`config.mk`:
```
export PLATFORM = sky130hd
export DESIGN_NAME = reg_load_arbiter
export DESIGN_NICKNAME = d
export VERILOG_FILES = /design/src/rtl/reg_load_arbiter.sv
export SDC_FILE = /design/constraint.sdc
export NUM_CORES = 1
export LEC_CHECK = 0
export CAP_MARGIN = 20
export CELL_PAD_IN_SITES_DETAIL_PLACEMENT = 0
export CELL_PAD_IN_SITES_GLOBAL_PLACEMENT = 1
export CORE_MARGIN = 10
export CORE_UTILIZATION = 33
export DETAILED_ROUTE_END_ITERATION = 6
export PLACE_DENSITY_LB_ADDON = 0.1
export SYNTH_ARGS = -nofsm -noshare
export SYNTH_HDL_FRONTEND = slang
export SYNTH_SLANG_ARGS = --single-unit
```
`constraint.sdc`:
```
create_clock -name clk -period 5.6 [get_ports clk]
set_clock_uncertainty 0.15 [all_clocks]
set_input_delay 0.56 -clock clk [delete_from_list [all_inputs] [get_ports clk]]
set_output_delay 0.56 -clock clk [all_outputs]
set_load 0.02 [all_outputs]
```
`src/rtl/reg_load_arbiter.sv`:
```
// reg_load_arbiter: round-robin owner of a shared register's load/clear/in controls.
// Optional `ARB_LOCK_EN: lock[] lets the granted requester keep the grant for up to 4 ops.
//
//   state | meaning
//   IDLE  | waiting; clr_req beats req[], otherwise round-robin grant
//   LOAD  | reg_load high, reg_in driven with the granted requester's data
//   CLR   | reg_clear high
//   DONE  | ack / clr_ack pulse, round-robin pointer update
module reg_load_arbiter #(
  parameter  int N    = 8,
  parameter  int NREQ = 4,
  localparam int IDW  = $clog2(NREQ)
) (
  input  logic              clk,
  input  logic              clear_n,
  input  logic [NREQ-1:0]   req,
  input  logic [NREQ*N-1:0] req_data,
  input  logic              clr_req,
  input  logic [NREQ-1:0]   lock,
  output logic              reg_load,
  output logic              reg_clear,
  output logic [N-1:0]      reg_in,
  output logic [NREQ-1:0]   ack,
  output logic              clr_ack,
  output logic [IDW-1:0]    grant_id,
  output logic              busy
);

`ifdef ARB_LOCK_EN
  localparam bit LOCK_EN = 1'b1;
`else
  localparam bit LOCK_EN = 1'b0;
`endif
  localparam logic [2:0] LOCK_MAX = 3'd4;

  typedef enum logic [1:0] {
    IDLE = 2'd0,
    LOAD = 2'd1,
    CLR  = 2'd2,
    DONE = 2'd3
  } state_t;

  state_t            state, state_nxt;
  logic [IDW-1:0]    rr_ptr, rr_nxt;
  logic [IDW-1:0]    grant_nxt;
  logic              load_nxt, clear_nxt, clr_ack_nxt;
  logic [N-1:0]      in_nxt;
  logic [NREQ-1:0]   ack_nxt;
  logic              lock_hold, hold_nxt;
  logic [2:0]        lock_cnt, cnt_nxt;

  logic              rr_found;
  logic [IDW-1:0]    rr_pick;
  logic              take_hold;
  logic [IDW-1:0]    pick;
  logic [IDW-1:0]    ptr_after;

  // First requesting index at or after rr_ptr, wrapping modulo NREQ.
  always_comb begin
    int idx;
    logic [IDW-1:0] idx_v;
    idx      = 0;
    idx_v    = '0;
    rr_found = 1'b0;
    rr_pick  = rr_ptr;
    for (int i = 0; i < NREQ; i++) begin
      idx = int'(rr_ptr) + i;
      if (idx >= NREQ) idx = idx - NREQ;
      idx_v = IDW'(idx);
      if (!rr_found && req[idx_v]) begin
        rr_found = 1'b1;
        rr_pick  = idx_v;
      end
    end
  end

  assign take_hold = lock_hold && req[grant_id];
  assign pick      = take_hold ? grant_id : rr_pick;
  assign ptr_after = (grant_id == IDW'(NREQ - 1)) ? '0 : grant_id + IDW'(1);

  always_ff @(posedge clk or negedge clear_n) begin
    if (!clear_n) state <= IDLE;
    else          state <= state_nxt;
  end

  always_comb begin
    state_nxt   = state;
    rr_nxt      = rr_ptr;
    grant_nxt   = grant_id;
    load_nxt    = 1'b0;
    clear_nxt   = 1'b0;
    in_nxt      = reg_in;
    ack_nxt     = '0;
    clr_ack_nxt = 1'b0;
    hold_nxt    = lock_hold;
    cnt_nxt     = lock_cnt;
    unique case (state)
      IDLE: begin
        if (clr_req) begin
          state_nxt = CLR;
          clear_nxt = 1'b1;
        end else if (take_hold || rr_found) begin
          state_nxt = LOAD;
          load_nxt  = 1'b1;
          grant_nxt = pick;
          in_nxt    = req_data[pick*N +: N];
          hold_nxt  = 1'b0;
          cnt_nxt   = take_hold ? lock_cnt + 3'd1 : 3'd1;
        end
      end
      LOAD: begin
        state_nxt = DONE;
        ack_nxt   = NREQ'(1) << grant_id;
      end
      CLR: begin
        state_nxt   = DONE;
        clr_ack_nxt = 1'b1;
      end
      DONE: begin
        state_nxt = IDLE;
        // ack is still high here only when the finishing op was a load.
        if (|ack) begin
          if (LOCK_EN && lock[grant_id] && req[grant_id] && (lock_cnt < LOCK_MAX)) begin
            hold_nxt = 1'b1;
          end else begin
            hold_nxt = 1'b0;
            rr_nxt   = ptr_after;
          end
        end
      end
      default: state_nxt = IDLE;
    endcase
  end

  always_ff @(posedge clk or negedge clear_n) begin
    if (!clear_n) begin
      rr_ptr    <= '0;
      grant_id  <= '0;
      reg_load  <= 1'b0;
      reg_clear <= 1'b0;
      reg_in    <= '0;
      ack       <= '0;
      clr_ack   <= 1'b0;
      busy      <= 1'b0;
      lock_hold <= 1'b0;
      lock_cnt  <= '0;
    end else begin
      rr_ptr    <= rr_nxt;
      grant_id  <= grant_nxt;
      reg_load  <= load_nxt;
      reg_clear <= clear_nxt;
      reg_in    <= in_nxt;
      ack       <= ack_nxt;
      clr_ack   <= clr_ack_nxt;
      busy      <= (state_nxt != IDLE);
      lock_hold <= hold_nxt;
      lock_cnt  <= cnt_nxt;
    end
  end

endmodule
```
==> metrics.log, run 1 <==
INFO  metric postCtsResizedCells = 0
INFO  metric p_leak = 0.841 nW
INFO  metric global_routing_usage_summed_across_all_routing_layers = 0.110
INFO  metric clock_sinks = 22
INFO  metric globalplace.congestion = 0.756
INFO  metric comb_power_share = 0.525
INFO  metric post_drt_wl_per_cell = 16.5 um
INFO  metric p_int = 0.551 mW
INFO  metric layout.cells.non_filler = 229
INFO  metric pwr-share-clk = 0.168
INFO  metric final-setup-viol-count = 0
INFO  metric post-route-cell-area = 2040 um^2
INFO  metric slowest_delay = 750 ps
INFO  metric via_count_of_the_first_global_routing_pass = 1226
INFO  metric synth_top_area_frac = 0.413
INFO  metric placement.cell_area = 1940 um^2
INFO  metric post-route-min-period = 3110 ps
INFO  metric placeable_core_region = 3940 um^2
INFO  metric synth_top_cells_by_area = sky130_fd_sc_hd__dfrtp_1 (41%), sky130_fd_sc_hd__ha_1 (8.4%), sky130_fd_sc_hd__a211oi_1 (7.9%)
INFO  metric tritoncts.num_buffers = 3
INFO  metric hold_buffers_post_cts = 0
INFO  metric layout_stage_area_growth_over_the_synthesis_result = 53.1%
INFO  metric fin_nets = 232
INFO  metric std_cell_rows = 23
INFO  metric grt_pass1_wl = 6510 um
INFO  metric worst_vdd_rail_ir_drop = 0.214 mV
INFO  metric critPathTopFamily = compound AO/OA/AOI/OAI gates
INFO  metric die_area = 6980 um^2
INFO  metric initial_utilization = 0.338
INFO  metric htree_num_levels = 1
INFO  metric grt.overflow.total = 0
INFO  metric dieWidth = 83.6 um
INFO  metric critPathRequiredTime = 5580 ps
INFO  metric finalCritPeriodShare = 0.555
INFO  metric timing.final.max_slew_violations = 0
INFO  metric switching_share = 0.383
INFO  metric initial_antenna_violation_count = 0
INFO  metric boundaryPins = 61
INFO  metric critical_path.max_fanout = 14
INFO  metric post-dp-hpwl = 2900 um
INFO  metric critPathCaptureType = flop
INFO  metric max-slew-margin-rel = 0.399
INFO  metric clock_path_buffers = 2
INFO  metric crit_path_frequent_cell = sky130_fd_sc_hd__a211oi_1
INFO  metric cts_tree = yes
INFO  metric detailedRoute.firstPassIterationCount = 4
INFO  metric sequential_share_of_power = 0.307
INFO  metric grt_setup_unrepaired = false
INFO  metric grt_max_degree = 23
INFO  metric hold_path.class = reg -> reg
INFO  metric die_h = 83.6 um
INFO  metric yosysUniqueCellTypes = 38
INFO  metric synth.cell_area = 1330 um^2
INFO  metric cts_post_setup_buffers_inserted = 0
INFO  metric ys_warn_count = 0
INFO  metric post_route_cells_drive_above_1_share = 0.0838
INFO  metric maxCapViolCount = 0
INFO  metric postSynthAreaPerCell = 11.0 um^2
INFO  metric sequential_fraction_of_the_synthesis_area = 0.413
INFO  metric post_synth_inst_count = 121
INFO  metric numPlacedInstances = 224
INFO  metric insertedDiodeCount = 0
INFO  metric syn-num-nets = 173
INFO  metric ys_seq_elements = 22
INFO  metric net-switching-power = 0.343 mW
INFO  metric bufs_and_invs_on_worst_path = 1
INFO  metric hold_violations = 0
INFO  metric fillCellCount = 368
INFO  metric worst_path_max_delay_cell = sky130_fd_sc_hd__nor3b_2
INFO  metric criticalPathCategory = in -> reg
INFO  metric vias_per_cell = 4.90
INFO  metric tns = 0 ps
INFO  metric via_count = 1123
INFO  metric clk_root_buffer_cell = sky130_fd_sc_hd__clkbuf_8
INFO  metric least_margin_pin_slew = 897 ps
INFO  metric drcViolationCount = 0
INFO  metric drtIter0Drc = 86
INFO  metric route.final.wire_length = 3780 um
INFO  metric cp.arrival = 3080 ps
INFO  metric status = finished, final reports clean
INFO  metric place.port_buffers = 56
INFO  metric synth_area_leader_cell = sky130_fd_sc_hd__dfrtp_1
INFO  metric antenna_violating_nets_post_route = 0
INFO  metric clock_latency_on_the_worst_skew_pair = 260 ps
INFO  metric power.density_cell_area = 438 nW/um^2
INFO  metric worst_path_cell_trace = clkdlybuf4s50_1 -> nor4_1 -> nor3b_2 -> o211ai_1 -> a211oi_1 -> a211oi_1
INFO  metric clk_pin_slew = 80 ps
INFO  metric timing.fmax = 0.322 GHz
INFO  metric worstSetupStartpointType = primary input
[power by group through the flow]
| stage | Sequential (mW) | Combinational [mW] | Clock, mW |
|---|---|---|---|
| 2_1_floorplan | 0.335 | 0.223 | 0 |
| 3_3_place_gp | 0.274 | 0.465 | 0 |
| 3_5_place_dp | 0.279 | 0.471 | 0 |
| 4_1_cts | 0.276 | 0.475 | 0.155 |
| 5_1_grt | 0.287 | 0.520 | 0.164 |
| 6_report | 0.275 | 0.469 | 0.150 |
[metal layers]
metal  wire, um  GRT usage  vias to the layer above
met4         15     0.0274                        0
met2       1850      0.171                       33
met1       1730      0.145                      525
li1           -          -                      563
met3        189     0.0322                        2
met5          0          0                        -
[flip-flops by register name, summed over array words and instances (netlist names)]
register,cells
busy,1
grant_id,2
clr_ack,1
reg_clear,1
reg_in,8
state,2
ack,4
rr_ptr,2
reg_load,1
[path summary, 6_finish.rpt]
check                      startpoint         to  slack (ps)  depth (start not counted)
max in group asynchronous     clear_n  reg_in[5]        4410                          2
hold / removal              reg_in[0]  reg_in[0]         420                          2
hold reg to reg             reg_in[0]  reg_in[0]         420                          2
setup reg to reg             state[0]  reg_in[4]        2870                          6
min in group asynchronous     clear_n    clr_ack         450                          1
setup / recovery               req[1]  reg_in[4]        2490                          6
[cell usage in the layout (no fill, tap or decap), drive strengths merged, types with 2 or more instances in the layout]
cell | netlist | routed
o21ai | 3 | 3
nand2 | 2 | 2
o21bai | 2 | 2
nor2 | 8 | 8
clkbuf | 2 | 3
a211oi | 14 | 14
nor3b | 2 | 2
and2 | 6 | 6
o31ai | 2 | 2
or2 | 2 | 2
mux2 | 3 | 3
inv | 6 | 6
mux2i | 7 | 7
o31a | 6 | 6
dfrtp | 22 | 22
a21oi | 4 | 4
ha | 9 | 9
nor2b | 3 | 3
nor3 | 2 | 2
nand2b | 4 | 4
clkdlybuf4s50 | 0 | 56
a21boi | 2 | 2
[cells by family after synthesis]
kind of cell | synth area share
AO/OA/AOI/OAI | 0.243
adder cells (fa/ha/maj) | 0.0844
buffers and inverters | 0.0310
flip-flops | 0.413
multiplexers | 0.0807
AND/OR/NAND/NOR | 0.148
[synthesized netlist by cell type]
library cell                n
sky130_fd_sc_hd__and2b_1    1
sky130_fd_sc_hd__nor2b_1    3
sky130_fd_sc_hd__a21oi_1    2
sky130_fd_sc_hd__o31ai_1    2
sky130_fd_sc_hd__clkbuf_1   2
sky130_fd_sc_hd__or2_2      1
sky130_fd_sc_hd__nor3b_1    2
sky130_fd_sc_hd__buf_6      1
sky130_fd_sc_hd__a211oi_1  14
sky130_fd_sc_hd__or2_1      1
sky130_fd_sc_hd__nand2b_4   1
sky130_fd_sc_hd__a21oi_4    2
sky130_fd_sc_hd__a21bo_2    1
sky130_fd_sc_hd__nor4_1     1
sky130_fd_sc_hd__a21boi_4   1
sky130_fd_sc_hd__mux2i_1    7
sky130_fd_sc_hd__mux2_4     1
sky130_fd_sc_hd__o211ai_1   1
sky130_fd_sc_hd__nor3_1     1
sky130_fd_sc_hd__and2_1     6
sky130_fd_sc_hd__o21ai_0    3
sky130_fd_sc_hd__dfrtp_1   22
sky130_fd_sc_hd__a221o_1    1
sky130_fd_sc_hd__o311ai_0   1
sky130_fd_sc_hd__o31a_1     6
sky130_fd_sc_hd__ha_1       9
sky130_fd_sc_hd__inv_1      6
sky130_fd_sc_hd__nor3_4     1
sky130_fd_sc_hd__a21o_1     1
sky130_fd_sc_hd__a21boi_0   1
sky130_fd_sc_hd__mux2_1     1
sky130_fd_sc_hd__mux2_2     1
sky130_fd_sc_hd__nand2b_1   3
sky130_fd_sc_hd__nor2_1     8
sky130_fd_sc_hd__o21bai_1   2
sky130_fd_sc_hd__o41ai_1    1
sky130_fd_sc_hd__nor4b_1    1
sky130_fd_sc_hd__nand2_1    2
[metrics by stage]
stage / power (mW) / worst slack [ps] / hold WS, ps / utilization
5_1_grt: 0.971 / 2200 / 453 / 0.518
3_3_place_gp: 0.739 / 2170 / 397 / 0.493
3_5_place_dp: 0.750 / 2170 / 405 / 0.493
2_1_floorplan: 0.558 / 3450 / 114 / -
6_report: 0.894 / 2490 / 417 / 0.518
4_1_cts: 0.905 / 2430 / 417 / 0.511
[cell type report]
| cell class | instances | area (um^2) | area share |
|---|---|---|---|
| sequential | 22 | 551 | 0.270 |
| inverter | 6 | 22.5 | 0.0110 |
| clock inverter | 1 | 30.0 | 0.0147 |
| tap | 50 | 62.6 | 0.0306 |
| multi-input combinational | 90 | 747 | 0.366 |
| clock buffer | 3 | 41.3 | 0.0202 |
| timing repair buffer | 57 | 588 | 0.288 |
[tightest hold or removal path, cell delays in order, from the launching register on]
cell and delay (ps):
sky130_fd_sc_hd__dfrtp_1 380, sky130_fd_sc_hd__nor2_1 100, sky130_fd_sc_hd__a211oi_1 50
No activity file was read; power rests on OpenSTA's default activity.
==> run 2: changes to the inputs <==
CORE_UTILIZATION = 31   (was 33)
clock period = 3 ns   (was 5.6 ns; I/O delays follow)
==> run 2 against run 1 <==
  * Die area increased by 4.9%
  * Critical path depth did not move
  * Sequential power is 87% higher
  * Clock power is 89% higher
  * Sequential cell count unchanged
  * Wire length rose by 4.2%
  * Worst setup slack lost 2200 ps
  * Total power increased by 88%
  * Clock-buffer cell count stayed put
  * Final cell count increased by 0.44%
  * Critical endpoint is now reg_in[7]
==> metrics.log, run 2 (synthesis results as in run 1) <==
INFO  metric status = finished, final reports clean (unchanged)
INFO  metric worst_path_max_delay_cell = sky130_fd_sc_hd__nor3_4 (was sky130_fd_sc_hd__nor3b_2)
INFO  metric net-switching-power = 0.647 mW (was 0.343 mW)
INFO  metric final_common_cell = sky130_fd_sc_hd__clkdlybuf4s50_1 (unchanged)
INFO  metric post-route-cell-area = 2030 um^2 (was 2040 um^2)
INFO  metric grt_pass1_wl = 6270 um (was 6510 um)
INFO  metric reg2reg_slack = 540 ps (was 2870 ps)
INFO  metric tritoncts.num_buffers = 3 (unchanged)
INFO  metric clock_sinks = 22 (unchanged)
INFO  metric timing.fmax = 0.376 GHz
INFO  metric grt_max_degree = 23 (unchanged)
INFO  metric p_int = 1.03 mW (was 0.551 mW)
INFO  metric critPathCaptureType = flop (unchanged)
INFO  metric fin_nets = 233 (was 232)
INFO  metric rr_endpoint = reg_in[7] (was reg_in[4])
INFO  metric post_drt_wl_per_cell = 17.1 um (was 16.5 um)
INFO  metric post_route_cells_drive_above_1_share = 0.0889 (was 0.0838)
INFO  metric cp.arrival = 2660 ps (was 3080 ps)
INFO  metric comb_power_share = 0.524 (was 0.525)
INFO  metric global_routing_usage_summed_across_all_routing_layers = 0.103 (was 0.110)
INFO  metric timing.final.max_slew_violations = 0 (unchanged)
INFO  metric criticalPathCategory = in -> reg (unchanged)
INFO  metric clock_latency_on_the_worst_skew_pair = 270 ps (was 260 ps)
INFO  metric critical_path.max_fanout = 16 (was 14)
INFO  metric finalCritPeriodShare = 0.887
INFO  metric layout_common_cells = sky130_fd_sc_hd__clkdlybuf4s50_1 (56), sky130_fd_sc_hd__dfrtp_1 (22), sky130_fd_sc_hd__a211oi_1 (14) (unchanged)
INFO  metric pwr-share-clk = 0.169 (was 0.168)
INFO  metric drcViolationCount = 0 (unchanged)
INFO  metric drtIter0Drc = 46 (was 86)
INFO  metric slowest_delay = 700 ps (was 750 ps)
INFO  metric globalplace.congestion = 0.733 (was 0.756)
INFO  metric clk_root_buffer_cell = sky130_fd_sc_hd__clkbuf_8 (unchanged)
INFO  metric hold_buffers_post_cts = 0 (unchanged)
INFO  metric biggestRegsByFlops = reg_in: 8 flops, ack: 4 flops (unchanged)
INFO  metric cts_post_setup_buffers_inserted = 0 (unchanged)
INFO  metric critPathRequiredTime = 3000 ps (was 5580 ps)
INFO  metric insertedDiodeCount = 0 (unchanged)
INFO  metric detailedRoute.firstPassIterationCount = 4 (unchanged)
INFO  metric antenna_violating_nets_post_route = 0 (unchanged)
INFO  metric worstRegToRegCells = 5 (was 6)
INFO  metric clock_path_buffers = 2 (unchanged)
INFO  metric boundaryPins = 61 (unchanged)
INFO  metric worst_path_cell_trace = clkdlybuf4s50_1 -> nand2b_4 -> a21oi_4 -> nor3_4 -> mux2_4 -> a221o_1 (was clkdlybuf4s50_1 -> nor4_1 -> nor3b_2 -> o211ai_1 -> a211oi_1 -> a211oi_1)
INFO  metric placement.cell_area = 1960 um^2 (was 1940 um^2)
INFO  metric via_count_of_the_first_global_routing_pass = 1247 (was 1226)
INFO  metric post-dp-hpwl = 3080 um (was 2900 um)
INFO  metric critPathTopFamily = simple AND/OR/NAND/NOR gates (was compound AO/OA/AOI/OAI gates)
INFO  metric initial_utilization = 0.326 (was 0.338)
INFO  metric max_flop_register = reg_in (unchanged)
INFO  metric dieWidth = 85.6 um (was 83.6 um)
INFO  metric route.final.wire_length = 3940 um (was 3780 um)
INFO  metric worst_vdd_rail_ir_drop = 0.392 mV (was 0.214 mV)
INFO  metric place.port_buffers = 56 (unchanged)
INFO  metric vias_per_cell = 4.98 (was 4.90)
INFO  metric max-slew-margin-rel = 0.461 (was 0.399)
INFO  metric hold_path.class = in -> async (was reg -> reg)
INFO  metric cts_tree = yes (unchanged)
INFO  metric grt.overflow.total = 0 (unchanged)
INFO  metric power.density_cell_area = 827 nW/um^2 (was 438 nW/um^2)
INFO  metric post-route-min-period = 2660 ps
INFO  metric std_cell_rows = 23 (unchanged)
INFO  metric maxCapViolCount = 0 (unchanged)
INFO  metric bufs_and_invs_on_worst_path = 1 (unchanged)
INFO  metric placeable_core_region = 4090 um^2 (was 3940 um^2)
INFO  metric initial_antenna_violation_count = 0 (unchanged)
INFO  metric launch_point_of_the_worst_reg_to_reg_path = rr_ptr[1] (was state[0])
INFO  metric p_leak = 0.839 nW (was 0.841 nW)
INFO  metric hold_violations = 0 (unchanged)
INFO  metric postCtsResizedCells = 0 (unchanged)
INFO  metric switching_share = 0.386 (was 0.383)
INFO  metric layout_stage_area_growth_over_the_synthesis_result = 52.2% (was 53.1%)
INFO  metric sequential_share_of_power = 0.307 (about the same)
INFO  metric die_area = 7330 um^2 (was 6980 um^2)
INFO  metric largest_register_ff_count = 8 (unchanged)
INFO  metric tns = 0 ps (unchanged)
INFO  metric die_h = 85.6 um (was 83.6 um)
INFO  metric htree_num_levels = 1 (unchanged)
INFO  metric grt_setup_unrepaired = false (unchanged)
INFO  metric clk_pin_slew = 90 ps (was 80 ps)
INFO  metric final-setup-viol-count = 0 (unchanged)
INFO  metric via_count = 1145 (was 1123)
INFO  metric worstSetupStartpointType = primary input (unchanged)
INFO  metric least_margin_pin_slew = 806 ps (was 897 ps)
-- run 2: cell types whose count changed in the layout (fill, tap and decap cells not counted), sizes merged --
cell / change
buf: +1
-- run 2: worst max-delay path by stage --
stage	start	to	cells after the start
global placement	req[3]	reg_in[7]	6
floorplan	rr_ptr[1]	reg_in[7]	5
CTS	req[3]	reg_in[7]	6
finish	req[3]	reg_in[7]	6
detailed placement	req[3]	reg_in[7]	6
global route	req[3]	reg_in[7]	6
-- run 2: power by group through the flow --
| stage | Sequential, mW | Clock [mW] | Combinational [mW] |
|---|---|---|---|
| 6_report | 0.515 | 0.283 | 0.880 |
| 4_1_cts | 0.517 | 0.289 | 0.896 |
| 5_1_grt | 0.538 | 0.303 | 0.961 |
| 3_5_place_dp | 0.522 | 0 | 0.892 |
| 3_3_place_gp | 0.514 | 0 | 0.871 |
| 2_1_floorplan | 0.625 | 0 | 0.417 |
-- run 2: through the flow --
stage                     total power [mW]   util  cells  setup WS [ps]  hold slack (ps)
after floorplan                       1.04      -    121           1040             -146
after global placement                1.38  0.479    226            137              397
after detailed placement              1.41  0.479    226           75.7              407
after CTS                             1.70  0.497    230            345              253
after global routing                  1.80  0.497    230            255              257
final                                 1.68  0.497    230            339              232
-- run 2: layout make-up --
cell class                      count  area [um^2]
Multi-Input combinational cell     90          747
Fill cell                         382         2060
Inverter                            6         22.5
Clock inverter                      1         30.0
Sequential cell                    22          551
Clock buffer                        3         41.3
Timing Repair Buffer               58          576
Tap cell                           50         62.6
-- run 2: metal layers --
metal	track usage	part of all wire	vias up	wire length, um
li1	-	-	567	-
met1	0.123	0.44	540	1750
met2	0.172	0.48	34	1910
met3	0.0350	0.063	4	250
met4	0.0269	0.0079	0	31
met5	0	0	-	0
==> run 3: changes to the inputs <==
SLEW_MARGIN = 40   (was unset)
==> results of run 3 <==
The final DEF is identical to that of run 2; final timing and power are the same.
